`src/rtl/seq_booth_divider_pkg.sv`:
```
// -----------------------------------------------------------------------------
// arith_pkg
// Shared definitions for the sequential signed divider that sits beside the
// radix-4 Booth multiplier in the arithmetic unit.
//   - div_state_e   : divider control states (IDLE, CALC, FIX, DONE)
//   - DEFAULT_WIDTH : default operand width (even, >= 4)
//   - abs_mag()     : two's-complement magnitude of a sign-extended operand
//   - neg()         : two's-complement negate
// The helpers work on a wide container; callers sign/zero-extend into it and
// truncate the result back to their own width, which is exact because
// two's-complement negation is arithmetic modulo 2^n.
// -----------------------------------------------------------------------------
package arith_pkg;

    localparam int DEFAULT_WIDTH = 12;
    localparam int MAX_W         = 64;

    typedef enum logic [1:0] {
        IDLE = 2'd0,
        CALC = 2'd1,
        FIX  = 2'd2,
        DONE = 2'd3
    } div_state_e;

    // Input must be sign-extended; |-2^(W-1)| = 2^(W-1) still fits W unsigned bits.
    function automatic logic [MAX_W-1:0] abs_mag(input logic signed [MAX_W-1:0] x);
        logic [MAX_W-1:0] m;
        if (x[MAX_W-1]) begin
            m = -x;
        end else begin
            m = x;
        end
        return m;
    endfunction

    function automatic logic [MAX_W-1:0] neg(input logic [MAX_W-1:0] x);
        return -x;
    endfunction

endpackage

```
`src/rtl/seq_booth_divider_if.sv`:
```
// -----------------------------------------------------------------------------
// seq_booth_divider_if
// Start/done handshake and operand/result bundle of the sequential divider.
//   start       : request, sampled only while the divider is idle
//   dividend    : signed numerator   (WIDTH)
//   divisor     : signed denominator (WIDTH)
//   busy        : operation in progress
//   done        : one-cycle pulse, results valid from this cycle on
//   quotient    : signed quotient    (WIDTH)
//   remainder   : signed remainder   (WIDTH)
//   div_by_zero : divisor was zero
//   overflow    : -2^(WIDTH-1) / -1
// Modports: master (requester side), slave (divider side).
// -----------------------------------------------------------------------------
interface seq_booth_divider_if #(
    parameter int WIDTH = arith_pkg::DEFAULT_WIDTH
);
    logic                    start;
    logic signed [WIDTH-1:0] dividend;
    logic signed [WIDTH-1:0] divisor;
    logic                    busy;
    logic                    done;
    logic signed [WIDTH-1:0] quotient;
    logic signed [WIDTH-1:0] remainder;
    logic                    div_by_zero;
    logic                    overflow;

    modport master (
        output start, dividend, divisor,
        input  busy, done, quotient, remainder, div_by_zero, overflow
    );

    modport slave (
        input  start, dividend, divisor,
        output busy, done, quotient, remainder, div_by_zero, overflow
    );
endinterface

```
`src/rtl/seq_booth_divider_div_step.sv`:
```
// -----------------------------------------------------------------------------
// div_step
// One combinational restoring-division step on the partial remainder {R,Q}:
// shift left by one, trial-subtract the divisor magnitude, keep the difference
// when it is non-negative and shift the outcome into the Q LSB.
// Ports:
//   r_i : partial remainder R (WIDTH, unsigned, always < d_i)
//   q_i : dividend bits still to consume / quotient bits produced (WIDTH)
//   d_i : divisor magnitude (WIDTH, unsigned)
//   r_o : next R
//   q_o : next Q
// -----------------------------------------------------------------------------
module div_step #(
    parameter int WIDTH = arith_pkg::DEFAULT_WIDTH
) (
    input  logic [WIDTH-1:0] r_i,
    input  logic [WIDTH-1:0] q_i,
    input  logic [WIDTH-1:0] d_i,
    output logic [WIDTH-1:0] r_o,
    output logic [WIDTH-1:0] q_o
);
    logic [WIDTH:0] r_sh;
    logic [WIDTH:0] trial;
    logic           fits;

    // R < d <= 2^(WIDTH-1), so the shifted value stays below 2^WIDTH and the
    // extra MSB of the difference is a clean borrow flag.
    assign r_sh  = {r_i, q_i[WIDTH-1]};
    assign trial = r_sh - {1'b0, d_i};
    assign fits  = ~trial[WIDTH];

    assign r_o = fits ? trial[WIDTH-1:0] : r_sh[WIDTH-1:0];
    assign q_o = {q_i[WIDTH-2:0], fits};
endmodule

```
`src/rtl/seq_booth_divider.sv`:
```
// -----------------------------------------------------------------------------
// seq_booth_divider
// Sequential signed two's-complement divider (truncation toward zero), the
// inverse of the combinational radix-4 Booth multiplier. Magnitude-based
// restoring algorithm with fixed, data-independent latency.
// Ports:
//   clk : rising-edge clock
//   rst : asynchronous active-high reset
//   bus : seq_booth_divider_if.slave (start/operands in, busy/done/results out)
// Parameter WIDTH: operand width, must be even and >= 4.
// Build option: define DIV_RADIX4_EN to retire two restoring steps per CALC
// cycle (ITER = WIDTH/2) instead of one (ITER = WIDTH). Results and flags are
// identical in both builds; only the latency changes (ITER+2 edges from the
// accepting edge to done).
// -----------------------------------------------------------------------------
module seq_booth_divider
    import arith_pkg::*;
#(
    parameter int WIDTH = DEFAULT_WIDTH
) (
    input  logic               clk,
    input  logic               rst,
    seq_booth_divider_if.slave bus
);

`ifdef DIV_RADIX4_EN
    localparam int ITER = WIDTH / 2;
`else
    localparam int ITER = WIDTH;
`endif
    localparam int               CNT_W   = $clog2(ITER + 1);
    localparam logic [WIDTH-1:0] MIN_VAL = {1'b1, {(WIDTH-1){1'b0}}};

    div_state_e       state_q, state_d;
    logic [CNT_W-1:0] cnt_q, cnt_d;
    logic [WIDTH-1:0] r_q, r_d;
    logic [WIDTH-1:0] q_q, q_d;
    logic [WIDTH-1:0] dmag_q, dmag_d;
    logic [WIDTH-1:0] dvd_q, dvd_d;
    logic             dvd_neg_q, dvd_neg_d;
    logic             dvs_neg_q, dvs_neg_d;
    logic             dz_q, dz_d;
    logic             ovf_q, ovf_d;
    logic [WIDTH-1:0] quot_q, quot_d;
    logic [WIDTH-1:0] rem_q, rem_d;
    logic             dzf_q, dzf_d;
    logic             ovff_q, ovff_d;
    logic             busy_q, busy_d;
    logic             done_q, done_d;

    logic [WIDTH-1:0] r_step, q_step;
    logic [WIDTH-1:0] q_signed, r_signed;

    // Restoring step(s) retired per CALC cycle.
`ifdef DIV_RADIX4_EN
    logic [WIDTH-1:0] r_mid, q_mid;

    div_step #(.WIDTH(WIDTH)) u_step0 (
        .r_i (r_q),
        .q_i (q_q),
        .d_i (dmag_q),
        .r_o (r_mid),
        .q_o (q_mid)
    );

    div_step #(.WIDTH(WIDTH)) u_step1 (
        .r_i (r_mid),
        .q_i (q_mid),
        .d_i (dmag_q),
        .r_o (r_step),
        .q_o (q_step)
    );
`else
    div_step #(.WIDTH(WIDTH)) u_step0 (
        .r_i (r_q),
        .q_i (q_q),
        .d_i (dmag_q),
        .r_o (r_step),
        .q_o (q_step)
    );
`endif

    // Quotient is negative when operand signs differ; remainder follows the
    // dividend's sign. The -2^(W-1)/-1 case needs no special arithmetic: the
    // magnitude 2^(W-1) is left un-negated and already reads as -2^(W-1).
    assign q_signed = (dvd_neg_q ^ dvs_neg_q) ? WIDTH'(neg(MAX_W'(q_q))) : q_q;
    assign r_signed = dvd_neg_q ? WIDTH'(neg(MAX_W'(r_q))) : r_q;

    // State register
    always_ff @(posedge clk or posedge rst) begin
        if (rst) begin
            state_q <= IDLE;
        end else begin
            state_q <= state_d;
        end
    end

    // Next-state logic
    always_comb begin
        state_d = state_q;
        case (state_q)
            IDLE: if (bus.start) state_d = CALC;
            CALC: if (cnt_q == CNT_W'(1)) state_d = FIX;
            FIX:  state_d = DONE;
            DONE: state_d = IDLE;
            default: state_d = IDLE;
        endcase
    end

    // Output / datapath next-value logic
    always_comb begin
        cnt_d     = cnt_q;
        r_d       = r_q;
        q_d       = q_q;
        dmag_d    = dmag_q;
        dvd_d     = dvd_q;
        dvd_neg_d = dvd_neg_q;
        dvs_neg_d = dvs_neg_q;
        dz_d      = dz_q;
        ovf_d     = ovf_q;
        quot_d    = quot_q;
        rem_d     = rem_q;
        dzf_d     = dzf_q;
        ovff_d    = ovff_q;
        // busy covers CALC and FIX; done is a registered pulse that lands in
        // the cycle after DONE, i.e. the first IDLE cycle.
        busy_d    = (state_d == CALC) || (state_d == FIX);
        done_d    = (state_q == DONE);

        case (state_q)
            IDLE: begin
                if (bus.start) begin
                    dvd_d     = bus.dividend;
                    dvd_neg_d = bus.dividend[WIDTH-1];
                    dvs_neg_d = bus.divisor[WIDTH-1];
                    q_d       = WIDTH'(abs_mag(MAX_W'(bus.dividend)));
                    dmag_d    = WIDTH'(abs_mag(MAX_W'(bus.divisor)));
                    r_d       = '0;
                    dz_d      = (bus.divisor == '0);
                    ovf_d     = (bus.dividend == MIN_VAL) && (bus.divisor == '1);
                    cnt_d     = CNT_W'(ITER);
                    dzf_d     = 1'b0;
                    ovff_d    = 1'b0;
                end
            end
            CALC: begin
                r_d   = r_step;
                q_d   = q_step;
                cnt_d = cnt_q - CNT_W'(1);
            end
            FIX: begin
                if (dz_q) begin
                    quot_d = '1;
                    rem_d  = dvd_q;
                    dzf_d  = 1'b1;
                end else if (ovf_q) begin
                    quot_d = MIN_VAL;
                    rem_d  = '0;
                    ovff_d = 1'b1;
                end else begin
                    quot_d = q_signed;
                    rem_d  = r_signed;
                end
            end
            default: ;
        endcase
    end

    // Datapath and output registers
    always_ff @(posedge clk or posedge rst) begin
        if (rst) begin
            cnt_q     <= '0;
            r_q       <= '0;
            q_q       <= '0;
            dmag_q    <= '0;
            dvd_q     <= '0;
            dvd_neg_q <= 1'b0;
            dvs_neg_q <= 1'b0;
            dz_q      <= 1'b0;
            ovf_q     <= 1'b0;
            quot_q    <= '0;
            rem_q     <= '0;
            dzf_q     <= 1'b0;
            ovff_q    <= 1'b0;
            busy_q    <= 1'b0;
            done_q    <= 1'b0;
        end else begin
            cnt_q     <= cnt_d;
            r_q       <= r_d;
            q_q       <= q_d;
            dmag_q    <= dmag_d;
            dvd_q     <= dvd_d;
            dvd_neg_q <= dvd_neg_d;
            dvs_neg_q <= dvs_neg_d;
            dz_q      <= dz_d;
            ovf_q     <= ovf_d;
            quot_q    <= quot_d;
            rem_q     <= rem_d;
            dzf_q     <= dzf_d;
            ovff_q    <= ovff_d;
            busy_q    <= busy_d;
            done_q    <= done_d;
        end
    end

    assign bus.busy        = busy_q;
    assign bus.done        = done_q;
    assign bus.quotient    = quot_q;
    assign bus.remainder   = rem_q;
    assign bus.div_by_zero = dzf_q;
    assign bus.overflow    = ovff_q;

endmodule
```
`src/flat_wrapper.sv`:
```
// flat-port wrapper written by rule: the top's interface ports become plain ports
module seq_booth_divider_flat import arith_pkg::*;
#(
    parameter int WIDTH = DEFAULT_WIDTH
)
  (clk, rst, bus_start, bus_dividend, bus_divisor, bus_busy, bus_done, bus_quotient, bus_remainder, bus_div_by_zero, bus_overflow);
  seq_booth_divider_if #(.WIDTH(WIDTH)) bus_i ();
  input  logic clk;
  input  logic rst;
  input wire logic [$bits(bus_i.start)-1:0] bus_start;
  input wire logic [$bits(bus_i.dividend)-1:0] bus_dividend;
  input wire logic [$bits(bus_i.divisor)-1:0] bus_divisor;
  output wire logic [$bits(bus_i.busy)-1:0] bus_busy;
  output wire logic [$bits(bus_i.done)-1:0] bus_done;
  output wire logic [$bits(bus_i.quotient)-1:0] bus_quotient;
  output wire logic [$bits(bus_i.remainder)-1:0] bus_remainder;
  output wire logic [$bits(bus_i.div_by_zero)-1:0] bus_div_by_zero;
  output wire logic [$bits(bus_i.overflow)-1:0] bus_overflow;
  assign bus_i.start = bus_start;
  assign bus_i.dividend = bus_dividend;
  assign bus_i.divisor = bus_divisor;
  assign bus_busy = bus_i.busy;
  assign bus_done = bus_i.done;
  assign bus_quotient = bus_i.quotient;
  assign bus_remainder = bus_i.remainder;
  assign bus_div_by_zero = bus_i.div_by_zero;
  assign bus_overflow = bus_i.overflow;
  seq_booth_divider #(.WIDTH(WIDTH)) u_core (.clk(clk), .rst(rst), .bus(bus_i));
endmodule
```
`config.mk`:
```
export PLATFORM = sky130hd
export DESIGN_NAME = seq_booth_divider_flat
export DESIGN_NICKNAME = d
export VERILOG_FILES = /design/src/rtl/seq_booth_divider_pkg.sv /design/src/rtl/seq_booth_divider_if.sv /design/src/rtl/seq_booth_divider_div_step.sv /design/src/rtl/seq_booth_divider.sv /design/src/flat_wrapper.sv
export SDC_FILE = /design/constraint.sdc
export NUM_CORES = 1
export LEC_CHECK = 0
export ABC_AREA = 0
export BUFFER_PORTS_ARGS = -buffer_cell sky130_fd_sc_hd__buf_2
export CAP_MARGIN = 20
export CELL_PAD_IN_SITES_DETAIL_PLACEMENT = 0
export CELL_PAD_IN_SITES_GLOBAL_PLACEMENT = 1
export CORE_MARGIN = 4
export CORE_UTILIZATION = 46
export DETAILED_ROUTE_END_ITERATION = 10
export PLACE_DENSITY = 0.77
export SYNTH_ARGS = -nofsm -noshare
export SYNTH_HDL_FRONTEND = slang
export SYNTH_HIERARCHICAL = 1
export SYNTH_SLANG_ARGS = --single-unit
```
`constraint.sdc`:
```
create_clock -name clk -period 4.2 [get_ports clk]
set_input_delay 1.26 -clock clk [delete_from_list [all_inputs] [get_ports clk]]
set_output_delay 1.26 -clock clk [all_outputs]
set_load 0.05 [all_outputs]
```
==> impl_results.md <==
- Critical path class: flip-flop to flip-flop
- First-pass GRT wire length: 21800 µm
- 1st-iter DRT viols: 381
- IO Count: 55
- Ys Warns: 6
- Sum of negative setup slack: 0 ns
- Hold Startpoint: u_core/bus.quotient[0]$_DFFE_PP0N_
- Total die area: 13500 µm²
- Metal3 WL: 643 µm
- Initial antenna violation count: 0
- Post_cts resized: 0
- DRC Markers: 0
- Clk Latency, worst-skew pair: 0.34 ns
- Layout cells sized above 1: 15.9%
- Min-Delay Path Class: flip-flop to flip-flop
- DP HPWL: 10100 µm
- Clk sinks: 85
- Hold Path Sink: u_core/bus.quotient[0]$_DFFE_PP0N_
- Critical Path AT: 3.45 ns
- Die width: 116 µm
- Sequential share of the synthesized area: 39.6%
- # Post-CTS Setup Buffers: 0
- Fill count: 1105
- Vias per inst: 5.63
- Mapped Area: 5370 µm²
- CTS H-tree depth: 3
- Number of global-route vias before repair: 4257
- CP Max Fanout: 13
- Max Fclk: 0.310 GHz
- Antenna cells: 0
- Top sig layer: met4
- Synthesized area per cell: 9.13 µm²
- TritonCTS clock tree: yes
- Final Cell Area: 5960 µm²
- Final setup vio count: 0
- DRT Pass-1 Iters: 4
- Yosys cell types: 65
- Routed via count: 4335
- Static Leakage: 2.76 nW
- Critical path startpoint category: flip-flop
- Status: complete, no violations
- Root Buffer: clkbuf_16
- Fin nets: 669
- Final setup margin: 0.977 ns
- CTS Buffer Depth: 2
- Antenna viol nets, final: 0
- Wire per inst: 17.1 µm
- Slew @ Worst Pin: 0.774 ns
- Tmin final: 3.22 ns
- Final hold vios: 0
- Post-synth EDFFs: 0
- RSZ-0062 raised after global routing: false
- Post-place instance area: 5680 µm²
- Ys flop type: dfrtp_1
- Peak VDD IR: 0.482 mV
- Met2 WL: 5640 µm
- DIE HEIGHT: 116 µm
- Core footprint: 11400 µm²
- Async set or reset register ratio after synthesis: 100%
- GR Util All Layers: 20.7%
- Reg-to-reg endpoint: u_core/r_q[6]$_DFFE_PP0P_
- Max cap viols: 0
- Place WS: 1.00 ns
- #FFs+latches synth: 85
- Post-Synthesis Cells: 588
- Drt total wl: 13100 µm
- IO Port Bufs: 54
- Final Cycle Share: 76.7%
- Reg clk slew, reported paths: 0.07 ns
- CTS buffer count: 9
- Max-slew violations: 0
- Worst r2r src: u_core/q_q[11]$_DFFE_PP0P_
- Routed met1 length: 6670 µm
- Power Dens Cells: 951 nW/µm²
- Req. time, crit path: 4.42 ns
- Pin count of the biggest net entering global routing: 46
- Worst Reg2Reg Path Length in Cells: 10
- Area grow syn2layout: 11.0%
- Slew headroom: 48.4%
- Mapped Nets: 635
- FP Rows: 39
- Critical Path End Type: flip-flop
- Initial Util: 47.0%
- RD Place Congestion: 0.860
- Hold Path Cell Cnt: 2
- R2r setup slk: 0.98 ns
- Clk_skew: 0.0112 ns
- # hold bufs at CTS: 0
- Grt total ovfl: 0
==> power by group <==
group	internal [mW]	switching, mW	leakage (nW)
combinational	1.49	1.81	1.57
sequential	1.19	0.399	1.05
clock	0.460	0.319	0.141
total	3.14	2.53	2.76
==> placed cells by master (no fill, tap or decap), drive strengths merged, types with 3 or more instances in the layout <==
cell | Yosys | layout
nand4 | 5 | 5
o41ai | 5 | 5
clkbuf | 20 | 12
nand2 | 62 | 62
a21oi | 41 | 41
nand3 | 3 | 3
nand2b | 10 | 10
a21o | 6 | 6
o21a | 5 | 5
o31ai | 8 | 8
o211ai | 3 | 3
xor2 | 16 | 16
xnor2 | 23 | 23
a22oi | 4 | 4
a22o | 10 | 10
or3 | 6 | 6
nor2b | 7 | 7
nor3b | 6 | 6
o22ai | 11 | 11
or4 | 5 | 5
and3 | 9 | 9
nor3 | 13 | 13
inv | 34 | 33
clkinv | 1 | 5
mux2 | 13 | 13
mux2i | 9 | 9
buf | 19 | 62
nor2 | 26 | 26
a211oi | 6 | 6
nor4 | 6 | 6
o22a | 4 | 4
and2 | 3 | 3
dfrtp | 85 | 85
a221oi | 3 | 3
ha | 19 | 19
a31oi | 8 | 8
or2 | 5 | 5
o21ai | 52 | 52
==> Yosys cell counts (11+ instances only) <==
cell type | count | area (µm²)
buf_4 | 12 | 90.1
ha_1 | 19 | 238
clkbuf_1 | 20 | 75.1
xor2_1 | 16 | 140
nor2_1 | 26 | 97.6
nand2_1 | 62 | 233
nor3_1 | 13 | 65.1
inv_1 | 34 | 128
o21ai_1 | 14 | 70.1
xnor2_1 | 23 | 201
o21ai_0 | 38 | 190
dfrtp_1 | 85 | 2130
a21oi_1 | 41 | 205
o22ai_1 | 11 | 68.8
==> critical path: stages (launching register included) <==
cell       delay [ns]
dfrtp_1          0.41
inv_1            0.09
ha_1             0.17
inv_1            0.05
fa_1             0.42
a211o_1          0.33
a2111oi_4        0.34
or3_1            0.18
nand4_2          0.44
mux2_4           0.46
a22o_1           0.21
==> flip-flops by register name, summed over array words and instances, names as in the netlist <==
| signal | count |
|---|---|
| u_core/state_q | 2 |
| u_core/cnt_q | 4 |
| u_core/dz_q | 1 |
| u_core/dmag_q | 12 |
| u_core/dvs_neg_q | 1 |
| u_core/r_q | 12 |
| u_core/bus.quotient | 12 |
| u_core/bus.remainder | 12 |
| u_core/bus.busy | 1 |
| u_core/ovf_q | 1 |
| u_core/bus.div_by_zero | 1 |
| u_core/q_q | 12 |
| u_core/bus.done | 1 |
| u_core/dvd_q | 12 |
| u_core/bus.overflow | 1 |
==> per-layer routing <==
metal	vias to the layer above	global-route usage [%]
li1	2160	-
met1	2061	31.2
met2	99	29.9
met3	15	3.24
met4	0	7.66
met5	-	0
==> worst max path at each step <==
stage | end | slack, ns | start
after floorplan | u_core/bus.busy$_DFF_PP0_ | 0.75 | rst
after global placement | u_core/r_q[8]$_DFFE_PP0P_ | 1.09 | u_core/q_q[11]$_DFFE_PP0P_
after detailed placement | u_core/r_q[8]$_DFFE_PP0P_ | 1.00 | u_core/q_q[11]$_DFFE_PP0P_
after CTS | u_core/r_q[8]$_DFFE_PP0P_ | 0.98 | u_core/q_q[11]$_DFFE_PP0P_
after global routing | u_core/r_q[6]$_DFFE_PP0P_ | 0.82 | u_core/q_q[11]$_DFFE_PP0P_
final | u_core/r_q[6]$_DFFE_PP0P_ | 0.98 | u_core/q_q[11]$_DFFE_PP0P_
==> through the flow <==
| stage | power (mW) | instances | hold WS [ns] | util (%) |
|---|---|---|---|---|
| 5_1_grt | 6.14 | 770 | 0.500 | 52.2 |
| 3_5_place_dp | 4.91 | 754 | 0.463 | 49.7 |
| 6_report | 5.67 | 770 | 0.475 | 52.2 |
| 4_1_cts | 5.70 | 770 | 0.480 | 52.2 |
| 3_3_place_gp | 4.84 | 754 | 0.457 | 49.7 |
| 2_1_floorplan | 4.30 | 588 | 0.438 | - |
==> cells by family after synthesis <==
family	share of synthesized area (%)
compound gates	21.3
simple gates	16.8
flops	39.6
buf+inv	6.25
xor+xnor	6.36
mux	4.89
fa+ha+maj	4.80
==> area by class of cell <==
| type | instances | area, µm² | share of cell area [%] |
|---|---|---|---|
| clock buffers | 12 | 236 | 3.97 |
| repair buffers | 62 | 330 | 5.54 |
| flip-flops and latches | 85 | 2130 | 35.7 |
| inverters | 35 | 133 | 2.23 |
| multi-input cells | 429 | 2910 | 48.8 |
| well taps | 143 | 179 | 3.00 |
| clock inverters | 4 | 48.8 | 0.819 |
No activity file was read; power rests on OpenSTA's default activity.
